**src/rtl/alu_8bit.sv**
```systemverilog
// Registered 8-bit ALU: eight opcodes, carry/borrow and zero flags, one-cycle latency.
// Optional ALU_EXT_FLAGS_EN adds registered Negative and signed Overflow outputs.
module alu_8bit #(
  parameter int WIDTH = 8
) (
  input  logic             clk,
  input  logic             rst_n,
  input  logic [WIDTH-1:0] A,
  input  logic [WIDTH-1:0] B,
  input  logic [2:0]       OP,
  input  logic             in_valid,
  output logic [WIDTH-1:0] Result,
  output logic             CarryOut,
  output logic             ZeroFlag,
  output logic             out_valid
`ifdef ALU_EXT_FLAGS_EN
  ,
  output logic             Negative,
  output logic             Overflow
`endif
);

  typedef enum logic [2:0] {
    OP_ADD = 3'b000,
    OP_SUB = 3'b001,
    OP_AND = 3'b010,
    OP_OR  = 3'b011,
    OP_XOR = 3'b100,
    OP_NOT = 3'b101,
    OP_INC = 3'b110,
    OP_DEC = 3'b111
  } op_e;

  logic [WIDTH-1:0] w_opb;
  logic [WIDTH-1:0] w_res;
  logic             w_carry;
  logic             w_is_add;
  logic             w_is_sub;

  logic [WIDTH-1:0] r_result_p1;
  logic             r_carry_p1;
  logic             r_zero_p1;
  logic             r_vld_p1;

  // INC/DEC reuse the add/subtract paths with a constant-one second operand
  always_comb begin
    w_is_add = (OP == OP_ADD) || (OP == OP_INC);
    w_is_sub = (OP == OP_SUB) || (OP == OP_DEC);
    w_opb    = ((OP == OP_INC) || (OP == OP_DEC)) ? WIDTH'(1) : B;
  end

  always_comb begin
    w_res   = '0;
    w_carry = 1'b0;
    case (op_e'(OP))
      OP_ADD, OP_INC: {w_carry, w_res} = {1'b0, A} + {1'b0, w_opb};
      OP_SUB, OP_DEC: {w_carry, w_res} = {1'b0, A} - {1'b0, w_opb};
      OP_AND:         w_res = A & B;
      OP_OR:          w_res = A | B;
      OP_XOR:         w_res = A ^ B;
      OP_NOT:         w_res = ~A;
      default:        w_res = '0;
    endcase
  end

`ifdef ALU_EXT_FLAGS_EN
  function automatic logic signed_ovf(input logic is_add, input logic is_sub,
                                      input logic a_msb, input logic b_msb,
                                      input logic r_msb);
    logic ovf;
    ovf = 1'b0;
    if (is_add)      ovf = (a_msb == b_msb) && (r_msb != a_msb);
    else if (is_sub) ovf = (a_msb != b_msb) && (r_msb != a_msb);
    return ovf;
  endfunction

  logic w_ovf;
  logic r_neg_p1;
  logic r_ovf_p1;

  assign w_ovf = signed_ovf(w_is_add, w_is_sub, A[WIDTH-1], w_opb[WIDTH-1], w_res[WIDTH-1]);

  always_ff @(posedge clk) begin
    if (!rst_n) begin
      r_neg_p1 <= 1'b0;
      r_ovf_p1 <= 1'b0;
    end else if (in_valid) begin
      r_neg_p1 <= w_res[WIDTH-1];
      r_ovf_p1 <= w_ovf;
    end
  end

  assign Negative = r_neg_p1;
  assign Overflow = r_ovf_p1;
`endif

  // Stage p1: outputs update only on valid input; flags hold otherwise
  always_ff @(posedge clk) begin
    if (!rst_n) begin
      r_result_p1 <= '0;
      r_carry_p1  <= 1'b0;
      r_zero_p1   <= 1'b0;
      r_vld_p1    <= 1'b0;
    end else begin
      r_vld_p1 <= in_valid;
      if (in_valid) begin
        r_result_p1 <= w_res;
        r_carry_p1  <= w_carry;
        r_zero_p1   <= (w_res == '0);
      end
    end
  end

  assign Result    = r_result_p1;
  assign CarryOut  = r_carry_p1;
  assign ZeroFlag  = r_zero_p1;
  assign out_valid = r_vld_p1;

endmodule

```
**config.mk**
```make
export PLATFORM = sky130hd
export DESIGN_NAME = alu_8bit
export DESIGN_NICKNAME = d
export VERILOG_FILES = /design/src/rtl/alu_8bit.sv
export SDC_FILE = /design/constraint.sdc
export NUM_CORES = 1
export LEC_CHECK = 0
export ABC_AREA = 1
export CAP_MARGIN = 30
export CORE_MARGIN = 2
export CORE_UTILIZATION = 58
export DETAILED_ROUTE_END_ITERATION = 6
export PLACE_DENSITY = 0.86
export SLEW_MARGIN = 5
export SYNTH_ARGS = -nofsm -noshare
export SYNTH_HDL_FRONTEND = slang
export SYNTH_SLANG_ARGS = --single-unit
```
**constraint.sdc**
```tcl
create_clock -name clk -period 3.52 [get_ports clk]
set_clock_uncertainty 0.05 [all_clocks]
set_input_delay 0.352 -clock clk [delete_from_list [all_inputs] [get_ports clk]]
set_output_delay 0.352 -clock clk [all_outputs]
set_load 0.01 [all_outputs]
```
* Word-level counts from Yosys, hierarchy flattened
Cells that the tools add are included.
** Storage, ports and cells
- Register bits after elaboration :: 11
- Bits in latches :: 0
- Bits in writable memories :: 0
- Bits in read-only memories :: 0
- Output and inout port bits :: 11
- Memories kept :: 0
** Cells by class
- $add $sub $neg :: 2
- $mul :: 0
- Divide/modulo/power cells :: 0
- Order comparisons :: 0
- Equal/unequal tests :: 7
- Shift operators :: 0
- Muxes and demuxes :: 3
- Bitwise logic cells :: 4
- Reductions and logical operators :: 5
** Operators by type and width (number)
- case mux 8 bit (6 select lines) :: 1
- == test 3 bit, second input constant :: 4
- adder 8 x 8 -> 9 bit :: 1
- subtractor 8 x 8 -> 9 bit :: 1
- bitwise AND 8 bit :: 1
- zero test 8 bit :: 1
- 2-to-1 mux 8 bit :: 1
- inverter 8 bit :: 1
- bitwise OR 8 bit :: 1
- XOR 8 bit :: 1
- == test 3 x 2 -> 1 bit, second input constant :: 2
- OR reduction 2 bit :: 2
- == test 3 x 1 -> 1 bit, second input constant :: 1
- zero test 3 bit :: 1
- case mux 1 bit (2 select lines) :: 1
- logical OR 1 bit :: 1

* Depth between registers and ports, before layout
Gate-level depths: netlist of run 1.
- Depth in word-level cells :: 6
- Gate-level depth with buffers :: 20

* Least setup slack after synthesis of run 1
No wires, ideal clock.
- Path type :: in2reg
- Start point :: input OP[2]
- End point :: register r_result_p1[7] (netlist: Result[7])
- Data arrival time :: 2058 ps
- Data required time :: 3355 ps
- Path slack :: 1297 ps
- Stages :: 20
- Path buffers :: 2
- Path through :: buf_4 nand2_1 inv_1 nor2_1 inv_1 ha_1 buf_2 nand2_1 nand2_1 inv_1 nand2_1 nand2_1 nand2_1 nand2_1 nand3_1 nand2_1 nor2_1 nand2_1 o211ai_1 inv_2
** Between the ends
- Longest elaborated chain between the ends :: 5
** Ends and longest elaborated chain
- start: declaration :: line 10 : input logic [2:0] OP,
- == test 3 bit :: line 49, 55
- logical OR 1 bit :: line 49 : w_opb = ((OP == OP_INC) || (OP == OP_DEC)) ? WIDTH'(1) : B;
- 2-to-1 mux 8 bit :: line 49
- subtractor 8 x 8 -> 9 bit / adder 8 x 8 -> 9 bit (equally long branches) :: line 57, 56
- case mux 8 bit (6 select lines) * :: line 55 : case (op_e'(OP))
- end signal: assignment :: line 107 : r_result_p1 <= w_res;
- end: declaration :: line 40 : logic [WIDTH-1:0] r_result_p1;
Every way passes the cells marked *; elsewhere a longest branch is shown, timed or not.
A chain may end at the register's enable or synchronous reset.

* Worst setup path after layout of run 1
- Start point :: input OP[1]
- End point :: register r_result_p1[7] (netlist: Result[7])
The elaborated chain is that of the path after synthesis.

==> results.cfg, run 1 <==
[synthesis]
ys.flop_type = dfxtp_1
synth_area_leaders = ha_1, nand2_1, inv_1, dfxtp_1, nand3_1
syn_avg_cell_area_um2 = 5.93
netlist_instances = 327
synth_edf_count = 0
netlist_area_um2 = 1940
yosys_warnings = 0
synthTopCellsByCount = nand2_1, inv_1, nor2_1
synth_most_common_cell = nand2_1
synthArstFlopShare_pct = 0
synth_top_cell_area_share_pct = 21.3
synth-seq-area-share_pct = 11.4
yosysTopAreaCell = ha_1
synth-seq-cells = 11
yosysUniqueCellTypes = 30
synth_nets = 384

[sta]
min_period_ns = 2.70
tns_ns = 0
worstMarginPinSlew_ns = 0.471
hold_viol = 0
slew-limit-headroom_pct = 68.5
fmax_mhz = 370
rsz0062_at_grt = false
post-route-period-util_pct = 76.8
slew_viol_final = 0
finalSetupViolCount = 0

[floorplan]
start_util_pct = 62.0
core_um2 = 3130
die_area_um2 = 3820
rows = 20
die_w_um = 61.8
ios = 33
chipHeight_um = 61.8

[global_route]
grt_overflow = 0
grt_pass1_wl_mm = 7.60
track_usage_pct = 26.4
grt_antenna_before_repair = 0
grt_max_degree = 16
first_global_vias = 1810

[critical_path]
worstSetupPathType = in2reg
worstSetupStartpointType = input port
r2r_slack_ns = 2.82
cp-startpoint = OP[1]
critPathArrivalTime_ns = 2.82
endpoint_kind = register
critical_path_required_ns = 3.64
ff2ff_path_depth = 4
timing.rr.start = Result[1]
reg2reg_to = Result[1]
cp_max_fo = 9

[routing]
drt-initial-drc-count = 119
wl_per_cell_um = 11.7
drc = 0
detail-route-antenna-nets = 0
vias_per_cell = 5.06
first_pass_iters = 4
vias = 2031
wirelength_mm = 4.69

[placed_design]
place.gp.congestion = 0.969
portBuffers = 32
hpwlAfterDp_mm = 3.97

[finish]
drive_above_1_share_pct = 7.56
fin_util_pct = 73.8
finalNetCount = 415
antenna_cells = 0
syn_to_final_growth_pct = 19.2

[min_path]
hp-class = reg2reg
hp-start = ZeroFlag
min_path_cells = 2
hold_end = ZeroFlag

[outcome]
status = complete, no violations

[clock_network]
cts-hold-fix-buffers = 0
htreeDepth = 1
root_buffer = clkbuf_4
cts_made_buffers = 3
cts_setup_buffers = 0
cts_resized = 0
clk-insertion-delay-late_ns = 0.27
clkSinkCount = 11
cts.clk_slew.worst_paths_ns = 0.07
cts_tree = built
cts.path.max_buffers = 2

[pwr]
max-vdd-ir-drop_mv = 0.202
leakage_nw = 1.28
power_density_nw_per_um2 = 223
finalPower_mw = 0.516

[job]
drv_cap = 0
## stage by stage
stage,cells,setup WS (ns),area (µm²),hold slack (ns)
finish,401,0.816,2310,0.431
global route,401,0.474,2310,0.462
CTS,401,0.846,2310,0.430
detailed placement,397,0.573,2280,0.419
global placement,397,0.594,2280,0.411
floorplan,327,1.30,1940,0.409
## metal layers
layer  track usage (%)  vias up  wire length [µm]
met5                 0        -                 0
met3              4.55        2               208
met4              3.95        0                18
li1                  -     1071                 -
met1              32.5      909              2160
met2              48.7       49              2300
## report_power, final
group,internal (mW),switching (mW)
clock network,0.0440,0.0450
registers,0.134,0.00443
logic,0.117,0.171
total,0.295,0.220
## kinds of logic (layout without fill, tap and decap cells)
logic type	Yosys count	count (layout)	share of synthesized area, %
XOR/XNOR	1	1	0.452
buffers and inverters	75	105	15.2
AO/OA/AOI/OAI	33	33	9.36
AND/OR/NAND/NOR	172	172	40.2
adder cells (fa/ha/maj)	35	35	23.4
flip-flops	11	11	11.4
## registers in the layout (all words and copies together), names as in the netlist
register	count
out_valid	1
Result	8
CarryOut	1
ZeroFlag	1
## placed cells by master (no fill, tap or decap), drive strengths merged, types with 4 or more instances in the layout
master         Yosys  layout
nand2             86      86
inv               68      68
nor2              41      41
nand3             34      34
ha                33      33
clkdlybuf4s50      0      32
o21ai             17      17
dfxtp             11      11
a21oi             11      11
nand4              6       6
clkbuf             2       4
## worst max path at each step
stage	to	slack, ns
4_1_cts	Result[7]	0.85
5_1_grt	Result[7]	0.47
2_1_floorplan	Result[7]	1.30
3_5_place_dp	Result[7]	0.57
6_report	Result[7]	0.82
3_3_place_gp	Result[7]	0.59
## critical path: stages
cell             delay, ns
clkdlybuf4s50_1       0.53
nand2_1               0.14
inv_1                 0.12
nor2_1                0.16
inv_1                 0.06
ha_1                  0.44
nand2_1               0.08
nand2_1               0.10
inv_1                 0.06
nand2_1               0.07
nand2_1               0.09
nand2_1               0.07
nand2_1               0.04
nand3_1               0.06
nand2_1               0.05
nor2_1                0.18
nand2_1               0.08
o211ai_1              0.11
inv_2                 0.04
## area by class of cell
class | instances | area [µm²]
inverter | 68 | 258
multi-input combinational | 241 | 1420
tap | 44 | 55.1
sequential | 11 | 220
fill | 281 | 818
timing repair buffer | 33 | 328
clock buffer | 4 | 26.3
Power figures use the tool's default switching activity.
==> run 2, diff against run 1 <==
--- a/config.mk
+++ b/config.mk
@@ -8,9 +8,9 @@
 export ABC_AREA = 1
 export CAP_MARGIN = 30
 export CORE_MARGIN = 2
-export CORE_UTILIZATION = 58
+export CORE_UTILIZATION = 54
 export DETAILED_ROUTE_END_ITERATION = 6
-export PLACE_DENSITY = 0.86
+export PLACE_DENSITY = 0.81
 export SLEW_MARGIN = 5
 export SYNTH_ARGS = -nofsm -noshare
 export SYNTH_HDL_FRONTEND = slang
==> constraint.sdc (replaced) <==
create_clock -name clk -period 2.6 [get_ports clk]
set_clock_uncertainty 0.05 [all_clocks]
set_input_delay 0.26 -clock clk [delete_from_list [all_inputs] [get_ports clk]]
set_output_delay 0.26 -clock clk [all_outputs]
set_load 0.01 [all_outputs]
==> run 2 against run 1 <==
Clock-buffer cell count stayed put. Worst setup slack got worse by 0.58 ns. Flip-flop and latch count stayed put. Utilization is 0.90 points lower. Sequential share of layout area is 0.63 points lower. Highest routed layer is now met3.
==> results.cfg, run 2 (synthesized netlist as in run 1, its figures left out) <==
[min_path]
hp-start = ZeroFlag
hp-class = reg2reg

[clock_network]
cts_tree = built
clkSinkCount = 11
cts_made_buffers = 3
htreeDepth = 1
clk-insertion-delay-late_ns = 0.26
cts.clk_slew.worst_paths_ns = 0.06
cts_setup_buffers = 0
root_buffer = clkbuf_4
cts.path.max_buffers = 2

[finish]
syn_to_final_growth_pct = 27.6
layout_common_cells = nand2_1, inv_1, nor2_1
largest_reg_flops = 8
antenna_cells = 0
drive_above_1_share_pct = 13.8
seq_area_um2 = 220
finalNetCount = 435
multi_input_area_um2 = 1430
nFillCells = 295
layout_commonest_cell = nand2_1
final_cells = 423
fin_util_pct = 72.9

[critical_path]
worst_path_largest_cell_delay_ns = 0.41
worst-path-buf-inv = 3
timing.rr.start = Result[1]
endpoint_kind = register
critical_path_required_ns = 2.75
path_delay_family = simple AND/OR/NAND/NOR gates
cp-startpoint = OP[1]
cp_max_fo = 7
critPathArrivalTime_ns = 2.51
cp_cell_sequence = clkdlybuf4s50_1, nand2_1, inv_2, nor2_1, inv_1, ha_1, or2_2, nand2_1, nand2_1, nand3_1, nand2_1, nand2_1, nand2_1, nor2_2, nand3_2, a21oi_2
worstSetupPathType = in2reg
cp_common_cell = nand2_1
worstSetupStartpointType = input port
crit_path_top_delay_cell = clkdlybuf4s50_1

[floorplan]
start_util_pct = 57.2
die_w_um = 63.9
die_area_um2 = 4080
ios = 33
chipHeight_um = 63.9
rows = 21
core_um2 = 3390

[routing]
drc = 0
wirelength_mm = 4.66
vias_per_cell = 5.02
detail-route-antenna-nets = 0
wl_per_cell_um = 11.0
vias = 2123
drt-initial-drc-count = 89
first_pass_iters = 4

[pwr]
clkPwrFrac_pct = 15.1
power.share.sequential_pct = 25.8
internal-power_mw = 0.433
p_switching_mw = 0.296
power_density_nw_per_um2 = 295
p_sw_share_pct = 40.6
p_comb_share_pct = 59.1
finalPower_mw = 0.729
leakage_nw = 1.37
max-vdd-ir-drop_mv = 0.108

[placed_design]
placed_cells = 419
place.gp.congestion = 0.938
portBuffers = 32
hpwlAfterDp_mm = 3.96

[sta]
fmax_mhz = 423
slew_viol_final = 0
tns_ns = 0
hold_viol = 0
finalSetupViolCount = 0
rsz0062_at_grt = false
post-route-period-util_pct = 90.8
fin_hold_ws_ns = 0.438
worstMarginPinSlew_ns = 0.400
slew-limit-headroom_pct = 73.3
min_period_ns = 2.36

[global_route]
grt_util_met1_pct = 33.7
grt.met2_usage_pct = 41.5
grt_overflow = 0
first_global_vias = 1857
busiest_layer = met2
grt.met3_usage_pct = 1.41
track_usage_pct = 24.1
grt_antenna_before_repair = 0
grt_pass1_wl_mm = 8.07
grt_max_degree = 15

[job]
drv_cap = 0

[outcome]
status = complete, no violations
[run 2: cell count changes in the layout (fill, tap and decap cells not counted)]
cell / change
ha_2: +1
buf_4: +20
ha_1: -1
inv_1: -1
inv_2: +1
nor2_2: +3
nor2_1: -3
[run 2: metal layers]
| metal | routed length [µm] | vias to the layer above |
|---|---|---|
| li1 | - | 1123 |
| met4 | 0 | 0 |
| met3 | 270 | 0 |
| met2 | 2170 | 79 |
| met5 | 0 | - |
| met1 | 2220 | 921 |
[run 2: area by class of cell]
| class | count | area share (%) |
|---|---|---|
| Sequential cell | 11 | 8.91 |
| Timing Repair Buffer | 53 | 19.3 |
| Inverter | 68 | 10.4 |
| Tap cell | 46 | 2.33 |
| Clock buffer | 4 | 1.06 |
| Multi-Input combinational cell | 241 | 57.9 |
[run 2: worst paths after layout]
| path | to | slack, ns | cells past startpoint |
|---|---|---|---|
| setup / recovery | ZeroFlag | 0.24 | 16 |
| hold / removal | ZeroFlag | 0.44 | 2 |
| setup reg to reg | Result[1] | 1.90 | 4 |
| hold reg to reg | ZeroFlag | 0.44 | 2 |
[run 2: worst register-to-register path: stages (launching register included)]
cell	delay, ns
dfxtp_1	0.31
nor2_1	0.08
nor2_1	0.04
o21ai_0	0.06
inv_1	0.05
[run 2: per-stage QoR]
step / instance area [µm²] / worst slack (ns)
6_report: 2470 / 0.238
5_1_grt: 2470 / 0.0226
4_1_cts: 2460 / 0.144
2_1_floorplan: 1940 / 0.469
3_5_place_dp: 2440 / -0.117
3_3_place_gp: 2440 / -0.0974
[run 2: what timing repair did]
action                                  CTS  global route
gates resized for setup                   0             5
hold buffers                              0             0
endpoints found under the setup margin    0             3
[run 2: power by group through the flow]
| stage | clock (mW) | sequential [mW] | combinational (mW) |
|---|---|---|---|
| final | 0.110 | 0.188 | 0.430 |
| after detailed placement | 0 | 0.192 | 0.423 |
| after global placement | 0 | 0.191 | 0.417 |
| after CTS | 0.114 | 0.188 | 0.426 |
| after global routing | 0.120 | 0.189 | 0.489 |
| after floorplan | 0 | 0.198 | 0.251 |
